## config.mk

```make
export PLATFORM = sky130hd
export DESIGN_NAME = port_xfer_ctrl
export DESIGN_NICKNAME = d
export VERILOG_FILES = /design/src/rtl/packet_pkg.sv /design/src/rtl/port_xfer_ctrl.sv
export SDC_FILE = /design/constraint.sdc
export NUM_CORES = 1
export LEC_CHECK = 0
export BUFFER_PORTS_ARGS = -buffer_cell sky130_fd_sc_hd__buf_2
export CORE_MARGIN = 2
export CORE_UTILIZATION = 45
export DETAILED_ROUTE_END_ITERATION = 12
export HOLD_SLACK_MARGIN = 0.06
export PLACE_DENSITY = 0.72
export SLEW_MARGIN = 20
export SYNTH_ARGS = -nofsm -noshare
export SYNTH_HDL_FRONTEND = slang
export SYNTH_SLANG_ARGS = --single-unit
```

## constraint.sdc

```tcl
create_clock -name clk -period 5.3 [get_ports clk]
set_input_delay 0.53 -clock clk [delete_from_list [all_inputs] [get_ports clk]]
set_output_delay 0.53 -clock clk [all_outputs]
set_load 0.005 [all_outputs]
```

## src/rtl/packet_pkg.sv

```systemverilog
// packet_pkg: shared switch constants, header layout and port sequencer state encoding.
package packet_pkg;

    localparam int NUM_PORTS  = 4;
    localparam int ADDR_WIDTH = 4;
    localparam int LEN_W      = 8;

    typedef struct packed {
        logic [LEN_W-1:0]      len;
        logic [ADDR_WIDTH-1:0] dst;
    } hdr_t;

    typedef enum logic [2:0] {
        IDLE,
        ARB,
        HDR,
        PAY,
        DROP
    } pxc_state_e;

endpackage

```

## src/rtl/port_xfer_ctrl.sv

```systemverilog
// port_xfer_ctrl: per-input-port packet sequencer between input FIFO and arbiter/crossbar.
// Optional grant watchdog enabled by defining PXC_WATCHDOG_EN.
module port_xfer_ctrl #(
    parameter int DATA_W  = 32,
    parameter int LEN_W   = packet_pkg::LEN_W,
    parameter int TIMEOUT = 255
) (
    input  logic                             clk,
    input  logic                             rst,
    input  logic                             in_valid,
    input  logic [DATA_W-1:0]                in_data,
    output logic                             in_ready,
    output logic                             arb_req,
    output logic [packet_pkg::ADDR_WIDTH-1:0] arb_dst,
    input  logic                             arb_grant,
    output logic                             out_valid,
    output logic [DATA_W-1:0]                out_data,
    output logic                             out_sop,
    output logic                             out_eop,
    input  logic                             out_ready,
    output logic                             pkt_done,
    output logic                             pkt_drop,
    output logic                             timeout
);
    import packet_pkg::*;

    pxc_state_e            state, state_d;
    logic [DATA_W-1:0]     hdr_q;
    logic [ADDR_WIDTH-1:0] dst_q;
    logic [LEN_W-1:0]      cnt_q, cnt_d;
    logic                  done_q, done_d, drop_q, drop_d;
    logic                  expire;
    logic [ADDR_WIDTH-1:0] in_dst;
    logic [LEN_W-1:0]      in_len;

    assign in_dst = in_data[ADDR_WIDTH-1:0];
    assign in_len = in_data[ADDR_WIDTH+LEN_W-1:ADDR_WIDTH];

    // Every output is forced low while rst is held, even before the state register settles.
    assign in_ready  = !rst && (state == IDLE || state == DROP || (state == PAY && out_ready));
    assign arb_req   = !rst && (state == ARB || state == HDR || state == PAY);
    assign arb_dst   = arb_req ? dst_q : '0;
    assign out_valid = !rst && (state == HDR || (state == PAY && in_valid));
    assign out_data  = rst ? '0 : state == HDR ? hdr_q : state == PAY ? in_data : '0;
    assign out_sop   = out_valid && state == HDR;
    assign out_eop   = out_valid && ((state == HDR && cnt_q == '0) || (state == PAY && cnt_q == LEN_W'(1)));
    assign pkt_done  = !rst && done_q;
    assign pkt_drop  = !rst && drop_q;

    always_comb begin
        state_d = state;
        cnt_d   = cnt_q;
        done_d  = 1'b0;
        drop_d  = 1'b0;
        case (state)
            IDLE: if (in_valid) begin
                cnt_d = in_len;
                if (in_dst != '0)
                    state_d = ARB;
                else if (in_len != '0)
                    state_d = DROP;
                else
                    drop_d = 1'b1;
            end
            ARB: if (arb_grant) begin
                state_d = HDR;
            end else if (expire) begin
                if (cnt_q != '0)
                    state_d = DROP;
                else begin
                    state_d = IDLE;
                    drop_d  = 1'b1;
                end
            end
            HDR: if (out_ready) begin
                if (cnt_q == '0) begin
                    state_d = IDLE;
                    done_d  = 1'b1;
                end else
                    state_d = PAY;
            end
            PAY: if (in_valid && out_ready) begin
                cnt_d = cnt_q - 1'b1;
                if (cnt_q == LEN_W'(1)) begin
                    state_d = IDLE;
                    done_d  = 1'b1;
                end
            end
            DROP: if (in_valid) begin
                cnt_d = cnt_q - 1'b1;
                if (cnt_q == LEN_W'(1)) begin
                    state_d = IDLE;
                    drop_d  = 1'b1;
                end
            end
            default: state_d = IDLE;
        endcase
    end

    always_ff @(posedge clk) begin
        if (rst) begin
            state  <= IDLE;
            hdr_q  <= '0;
            dst_q  <= '0;
            cnt_q  <= '0;
            done_q <= 1'b0;
            drop_q <= 1'b0;
        end else begin
            state  <= state_d;
            cnt_q  <= cnt_d;
            done_q <= done_d;
            drop_q <= drop_d;
            if (state == IDLE && in_valid) begin
                hdr_q <= in_data;
                dst_q <= in_dst;
            end
        end
    end

`ifdef PXC_WATCHDOG_EN
    localparam int WAIT_W = $clog2(TIMEOUT + 1);
    logic [WAIT_W-1:0] wait_q;
    logic              timeout_q;
    // A grant in the expiry cycle wins because ARB checks arb_grant before expire.
    assign expire  = wait_q == WAIT_W'(TIMEOUT);
    assign timeout = !rst && timeout_q;
    always_ff @(posedge clk) begin
        if (rst) begin
            wait_q    <= '0;
            timeout_q <= 1'b0;
        end else begin
            wait_q    <= (state == ARB && !arb_grant && !expire) ? wait_q + 1'b1 : '0;
            timeout_q <= state == ARB && !arb_grant && expire;
        end
    end
`else
    assign expire  = 1'b0;
    assign timeout = 1'b0;
`endif

    property grant_held_p;
        @(posedge clk) disable iff (rst) (state == HDR || state == PAY) |-> arb_grant;
    endproperty
    assert property (grant_held_p);

endmodule

```

==> results by group, run 1 <==
Setup path
  • R2r setup slk: 2890 ps
  • Reg2reg path depth: 5
  • Kind of critical path: in2out
  • CP Launch Type: input pin
  • R2R Path End: cnt_q[0]$_SDFFE_PP0P_
  • Crit path arrival time: 2300 ps
  • Critical Path Start: rst
  • R2R Path Start: state[0]$_SDFFE_PP0P_
  • Crit path required time: 4770 ps
  • Worst-path maximum fanout: 48
  • Crit end category: primary output

Synth
  • Unique masters post-synth: 44
  • Syn avg cell area: 7.43 sq um
  • Ys async rst share: 0
  • Cell count after synthesis: 345
  • Register area share after synthesis: 0.351
  • Mapped Area: 0.00256 sq mm
  • Main synth FF type: dfxtp_1
  • Post-synth EDFFs: 0
  • Ys Warns: 0
  • Register bit total from synthesis: 45
  • Syn nets: 384

Drt
  • Total Wirelength: 6320 microns
  • Initial drt markers: 78
  • Via density: 5.30
  • Vias: 2558
  • Remaining routing DRC violations: 0
  • Drt wl/cell: 13.1 microns
  • DRT Pass-1 Iters: 4
  • Routed Antenna Nets: 0

Flow run
  • Max Cap Viol: 0

Global route
  • Via count of the first global-routing pass: 2386
  • First-pass GRT wire length: 10700 microns
  • Total grt overflow: 0
  • Pin count of the biggest net entering global routing: 49
  • Initial antenna violation count: 0
  • GRT Resource Usage Total: 0.208

Worst hold path
  • Hold WC Path Type: reg2reg
  • Hold Path Origin: hdr_q[25]$_SDFFE_PP0P_
  • Worst Hold Depth: 2
  • Hold Path End: hdr_q[25]$_SDFFE_PP0P_

Clocking
  • Later-pin clock latency in the skew report: 300 ps
  • Clock Pin Slew Worst Setup and Hold Paths: 90 ps
  • Post-CTS Setup Inserts: 0
  • Cts-stage hold buffer count: 0
  • H-tree lvl count: 2
  • Resize count post-CTS: 0
  • Clock root buffer: clkbuf_8
  • CTS tree: yes
  • Longest Clk Path Bufs: 2
  • Clk sink count: 45
  • TritonCTS buffer count: 5

Timing
  • Slew @ Worst Pin: 1060 ps
  • Final Cycle Share: 0.533
  • Final Hold Vio Count: 0
  • Max Clock Freq: 354 MHz
  • Unrepaired setup endpoints after global routing: no
  • Final min period: 2830 ps
  • Setup TNS: 0 ps
  • Final Setup Violations: 0
  • Clk_skew: 5.16 ps
  • Worst hold slack: 457 ps
  • Headroom to the max-slew limit: 0.290
  • Slew Viols, Final: 0
  • Setup WS post-layout: 2470 ps

Floorplan
  • Die width: 79.5 microns
  • Starting Density: 0.466
  • Die Height: 79.5 microns
  • Placeable Area: 0.00551 sq mm
  • Ports: 81
  • Die area: 0.00632 sq mm
  • Rows: 27

Cells and area
  • Final #Nets: 449
  • Layout area overhead: 19.0%
  • Filler Cell Count: 550
  • FF/Latch Area: 902 sq um
  • Multi-input gate area: 0.00151 sq mm
  • Post-Layout Cell Count: 483
  • # diodes: 0
  • Proportion of layout cells with a drive suffix above 1: 0.231

Run status
  • Outcome: complete, no violations

Place
  • Pre-CTS setup slack: 2420 ps
  • DP HPWL: 4450 microns
  • GP Congestion: 0.853
  • Placed Cells: 475
  • # port buffers: 79

Pwr
  • Lkg Pwr: 1.30 nW
  • Pwr Total: 1.05 mW
  • VDD IR max: 179 uV
  • PD cells: 345 mW/mm^2
==> power breakdown <==
part           internal, mW  switching [mW]  total (mW)
Combinational         0.170           0.244       0.413
Sequential            0.387          0.0345       0.421
Clock                0.0937           0.123       0.217
Total                 0.650           0.401        1.05
==> synth_stat cells (3+ instances only) <==
cell type	count	share of area
nor3_1	5	0.0098
mux2i_1	34	0.13
or3_1	3	0.0073
nor3b_1	3	0.0088
o32ai_1	5	0.017
clkbuf_1	12	0.018
and2_1	6	0.015
a31oi_1	4	0.0098
nand3_1	6	0.012
inv_1	7	0.010
dfxtp_1	45	0.35
nand2_1	78	0.11
nand2b_1	3	0.0073
nor4_1	5	0.012
a21oi_1	43	0.084
buf_2	8	0.016
nor2_1	39	0.057
==> how the worst max path moves through the flow <==
stage	endpoint	slack (ps)
global placement	out_data[18]	2470
global route	out_data[14]	2190
floorplan	out_data[10]	3370
detailed placement	out_data[8]	2420
CTS	out_data[8]	2420
finish	out_data[9]	2470
==> critical path: stages <==
cell	delay, ps
buf_2	660
nor2_1	120
nand2_1	450
buf_4	320
nor2_1	70
buf_2	120
==> registers in the layout, summed over array words and instances, names as in the netlist <==
signal,flops
done_q,1
drop_q,1
hdr_q,32
state,3
cnt_q,8
==> stage by stage <==
stage	instance area (sq um)	util
after floorplan	2560	-
after global placement	2960	0.538
after detailed placement	2960	0.538
after CTS	3050	0.554
after global routing	3050	0.554
final	3050	0.554
==> routing by layer <==
| layer | GRT usage | wire length, microns |
|---|---|---|
| met1 | 0.270 | 2940 |
| met2 | 0.351 | 2940 |
| met3 | 0.0373 | 393 |
| met4 | 0.0603 | 41 |
| met5 | 0 | 0 |
==> cell families after synthesis <==
| group | after synthesis | share of synthesized area |
|---|---|---|
| DFF | 45 | 0.351 |
| and+or+nand+nor | 161 | 0.284 |
| muxes | 34 | 0.133 |
| adders and majority gates | 2 | 0.00975 |
| buffers and inverters | 33 | 0.0595 |
| AOI/OAI and AO/OA | 69 | 0.161 |
| other | 1 | 0.00146 |
==> cell type report <==
| class | count | area share |
|---|---|---|
| clock buffer | 5 | 0.0226 |
| clock inverter | 3 | 0.00697 |
| inverter | 8 | 0.00984 |
| multi-input combinational | 267 | 0.496 |
| sequential | 45 | 0.296 |
| tap | 72 | 0.0295 |
| timing repair buffer | 83 | 0.139 |
==> cell usage in the layout (no fill, tap or decap), types with 2 or more instances in the layout <==
cell type	netlist	routed
ha_1	2	2
or3b_1	2	2
nor2_1	39	38
or3_1	3	3
a21oi_1	43	43
a211oi_1	2	2
nand3_1	6	6
buf_4	1	4
and2_1	6	6
buf_2	8	79
dfxtp_1	45	44
nand3b_1	2	2
nor3_1	5	5
a32oi_1	2	2
clkbuf_8	0	5
nor3b_1	3	3
a31oi_1	4	4
inv_1	7	7
nor4b_1	2	2
o211ai_1	2	2
a21boi_0	2	2
mux2i_1	34	34
nand2b_1	3	3
nor2b_1	2	2
nor4_1	5	5
o21ai_1	2	2
o32ai_1	5	5
nand2_1	78	78
Note: power is estimated with default switching activity, not from simulation.
==> run 2: changes to the inputs <==
Settings changed: ABC_AREA from default to 1, PLACE_DENSITY 0.72 to 0.74.
Clock period 5.3 ns to 2.6 ns, I/O delays scaled along.
==> results by group, run 2 <==
Timing
  • Final Setup Violations: 0
  • Unrepaired setup endpoints after global routing: no
  • Final Hold Vio Count: 0
  • Headroom to the max-slew limit: 0.493
  • Max Clock Freq: 466 MHz
  • Final min period: 2150 ps
  • Slew Viols, Final: 0
  • Final Cycle Share: 0.826
  • Clk_skew: 4.47 ps
  • Worst hold slack: 238 ps
  • Slew @ Worst Pin: 759 ps
  • Setup TNS: 0 ps

Clocking
  • Clock Pin Slew Worst Setup and Hold Paths: 90 ps
  • Clk sink count: 45
  • H-tree lvl count: 2
  • Clock root buffer: clkbuf_8
  • CTS tree: yes
  • Post-CTS Setup Inserts: 0
  • Later-pin clock latency in the skew report: 300 ps
  • TritonCTS buffer count: 5
  • Longest Clk Path Bufs: 2
  • Resize count post-CTS: 0
  • Cts-stage hold buffer count: 0

Place
  • # port buffers: 79
  • GP Congestion: 0.898
  • Placed Cells: 521
  • DP HPWL: 4570 microns

Cells and area
  • Max reg flops: 32
  • Post-Layout Cell Count: 529
  • Most common cell after layout, fill and taps aside: buf_2
  • Reg with most FFs: hdr_q
  • Layout area overhead: 18.1%
  • Regs by FF count: hdr_q: 32 flops, cnt_q: 8 flops, state: 3 flops
  • Final #Nets: 495
  • Proportion of layout cells with a drive suffix above 1: 0.295
  • # diodes: 0
  • Commonest cells after routing, fill and taps aside: buf_2, inv_1, o21ai_0, a21oi_1, dfxtp_1

Synth
  • Cell count after synthesis: 388
  • Synth top cells by count: inv_1, a21oi_1, o21ai_0
  • Syn avg cell area: 6.83 sq um
  • Syn nets: 427
  • Main synth FF type: dfxtp_1
  • Mapped Area: 0.00265 sq mm
  • Area leader, netlist: dfxtp_1
  • Synth top area share: 0.340
  • Ys Warns: 0
  • Unique masters post-synth: 29
  • Register bit total from synthesis: 45
  • Most frequent cell after synthesis: inv_1
  • Ys async rst share: 0
  • Top cells by area, synth: dfxtp_1, a21oi_1, o21ai_0
  • Post-synth EDFFs: 0
  • Register area share after synthesis: 0.340

Run status
  • Outcome: complete, no violations

Drt
  • Via density: 5.07
  • Remaining routing DRC violations: 0
  • Total Wirelength: 6260 microns
  • Routed Antenna Nets: 0
  • DRT Pass-1 Iters: 5
  • Vias: 2682
  • Initial drt markers: 160
  • Drt wl/cell: 11.8 microns

Global route
  • Total grt overflow: 0
  • Via count of the first global-routing pass: 2385
  • GRT Resource Usage Total: 0.205
  • First-pass GRT wire length: 10700 microns
  • Pin count of the biggest net entering global routing: 43
  • Initial antenna violation count: 0

Pwr
  • VDD IR max: 380 uV
  • Pwr Total: 2.67 mW
  • Lkg Pwr: 1.47 nW
  • PD cells: 853 mW/mm^2

Setup path
  • Crit path required time: 2340 ps
  • CP Launch Type: register
  • Crit path arrival time: 1890 ps
  • Worst-path maximum fanout: 32
  • Crit end category: primary output
  • R2r setup slk: 850 ps
  • Kind of critical path: reg2out

Floorplan
  • Die area: 0.00652 sq mm
  • Die Height: 80.7 microns
  • Starting Density: 0.472
  • Ports: 81
  • Die width: 80.7 microns
  • Placeable Area: 0.00561 sq mm
  • Rows: 27

Flow run
  • Max Cap Viol: 0

Worst hold path
  • Hold WC Path Type: in2reg
==> run 2: changes by cell type after synthesis, sizes merged, moves of 4 or more <==
cell | before | now
and2 | 7 | 0
a31oi | 4 | 0
mux2i | 34 | 0
nand3 | 6 | 37
o21ai | 2 | 75
a21oi | 43 | 49
clkbuf | 12 | 8
nor4 | 5 | 0
o32ai | 5 | 0
inv | 7 | 64
nand2 | 78 | 43
o22ai | 0 | 7
==> run 2: routing by layer <==
metal	vias up	routed length [microns]	share of wire	track usage
met5	-	0	0	0
met4	0	134	0.021	0.0780
met3	12	300	0.048	0.0404
met2	73	2840	0.45	0.333
met1	1191	2990	0.48	0.270
li1	1406	-	-	-
==> run 2: layout make-up <==
cell class / count / area, sq um
Inverter: 65 / 249
Multi-Input combinational cell: 256 / 1360
Sequential cell: 45 / 901
Clock buffer: 7 / 96.3
Clock inverter: 1 / 5.00
Timing Repair Buffer: 83 / 425
Tap cell: 72 / 90.1
Fill cell: 587 / 2480
==> run 2: final timing paths <==
kind                         startpoint                endpoint  cells after the start
setup / recovery  state[0]$_SDFFE_PP0P_             out_data[9]                      6
hold / removal                out_ready       done_q$_SDFF_PP0_                      3
setup reg to reg  state[0]$_SDFFE_PP0P_  hdr_q[28]$_SDFFE_PP0P_                      5
hold reg to reg   hdr_q[4]$_SDFFE_PP0P_   hdr_q[4]$_SDFFE_PP0P_                      2
==> run 2: power by group <==
part           internal (mW)  leakage, nW  switching [mW]
combinational          0.393         1.05           0.804
clock                  0.240       0.0542           0.238
sequential             0.895        0.371          0.0963
total                   1.53         1.47            1.14
==> run 2: stage by stage <==
step	setup slack [ps]	cell area [sq um]	utilization
6_report	453	3130	0.558
5_1_grt	276	3130	0.558
4_1_cts	410	3130	0.558
3_5_place_dp	758	3030	0.540
3_3_place_gp	796	3030	0.540
2_1_floorplan	1210	2650	-
==> run 2: critical path: stages, from the launching register on <==
cell and delay (ps):
dfxtp_1 460, inv_2 90, nand2_2 110, nor2_4 40, inv_2 550, o22ai_1 130, buf_2 170
==> run 2: kinds of logic (layout without fill, tap and decap cells) <==
group | after synthesis | after routing | share of synthesized area
buffers and inverters | 87 | 156 | 0.146
other | 1 | 1 | 0.00142
AOI/OAI and AO/OA | 132 | 132 | 0.288
DFF | 45 | 45 | 0.340
and+or+nand+nor | 121 | 121 | 0.215
adders and majority gates | 2 | 2 | 0.00945
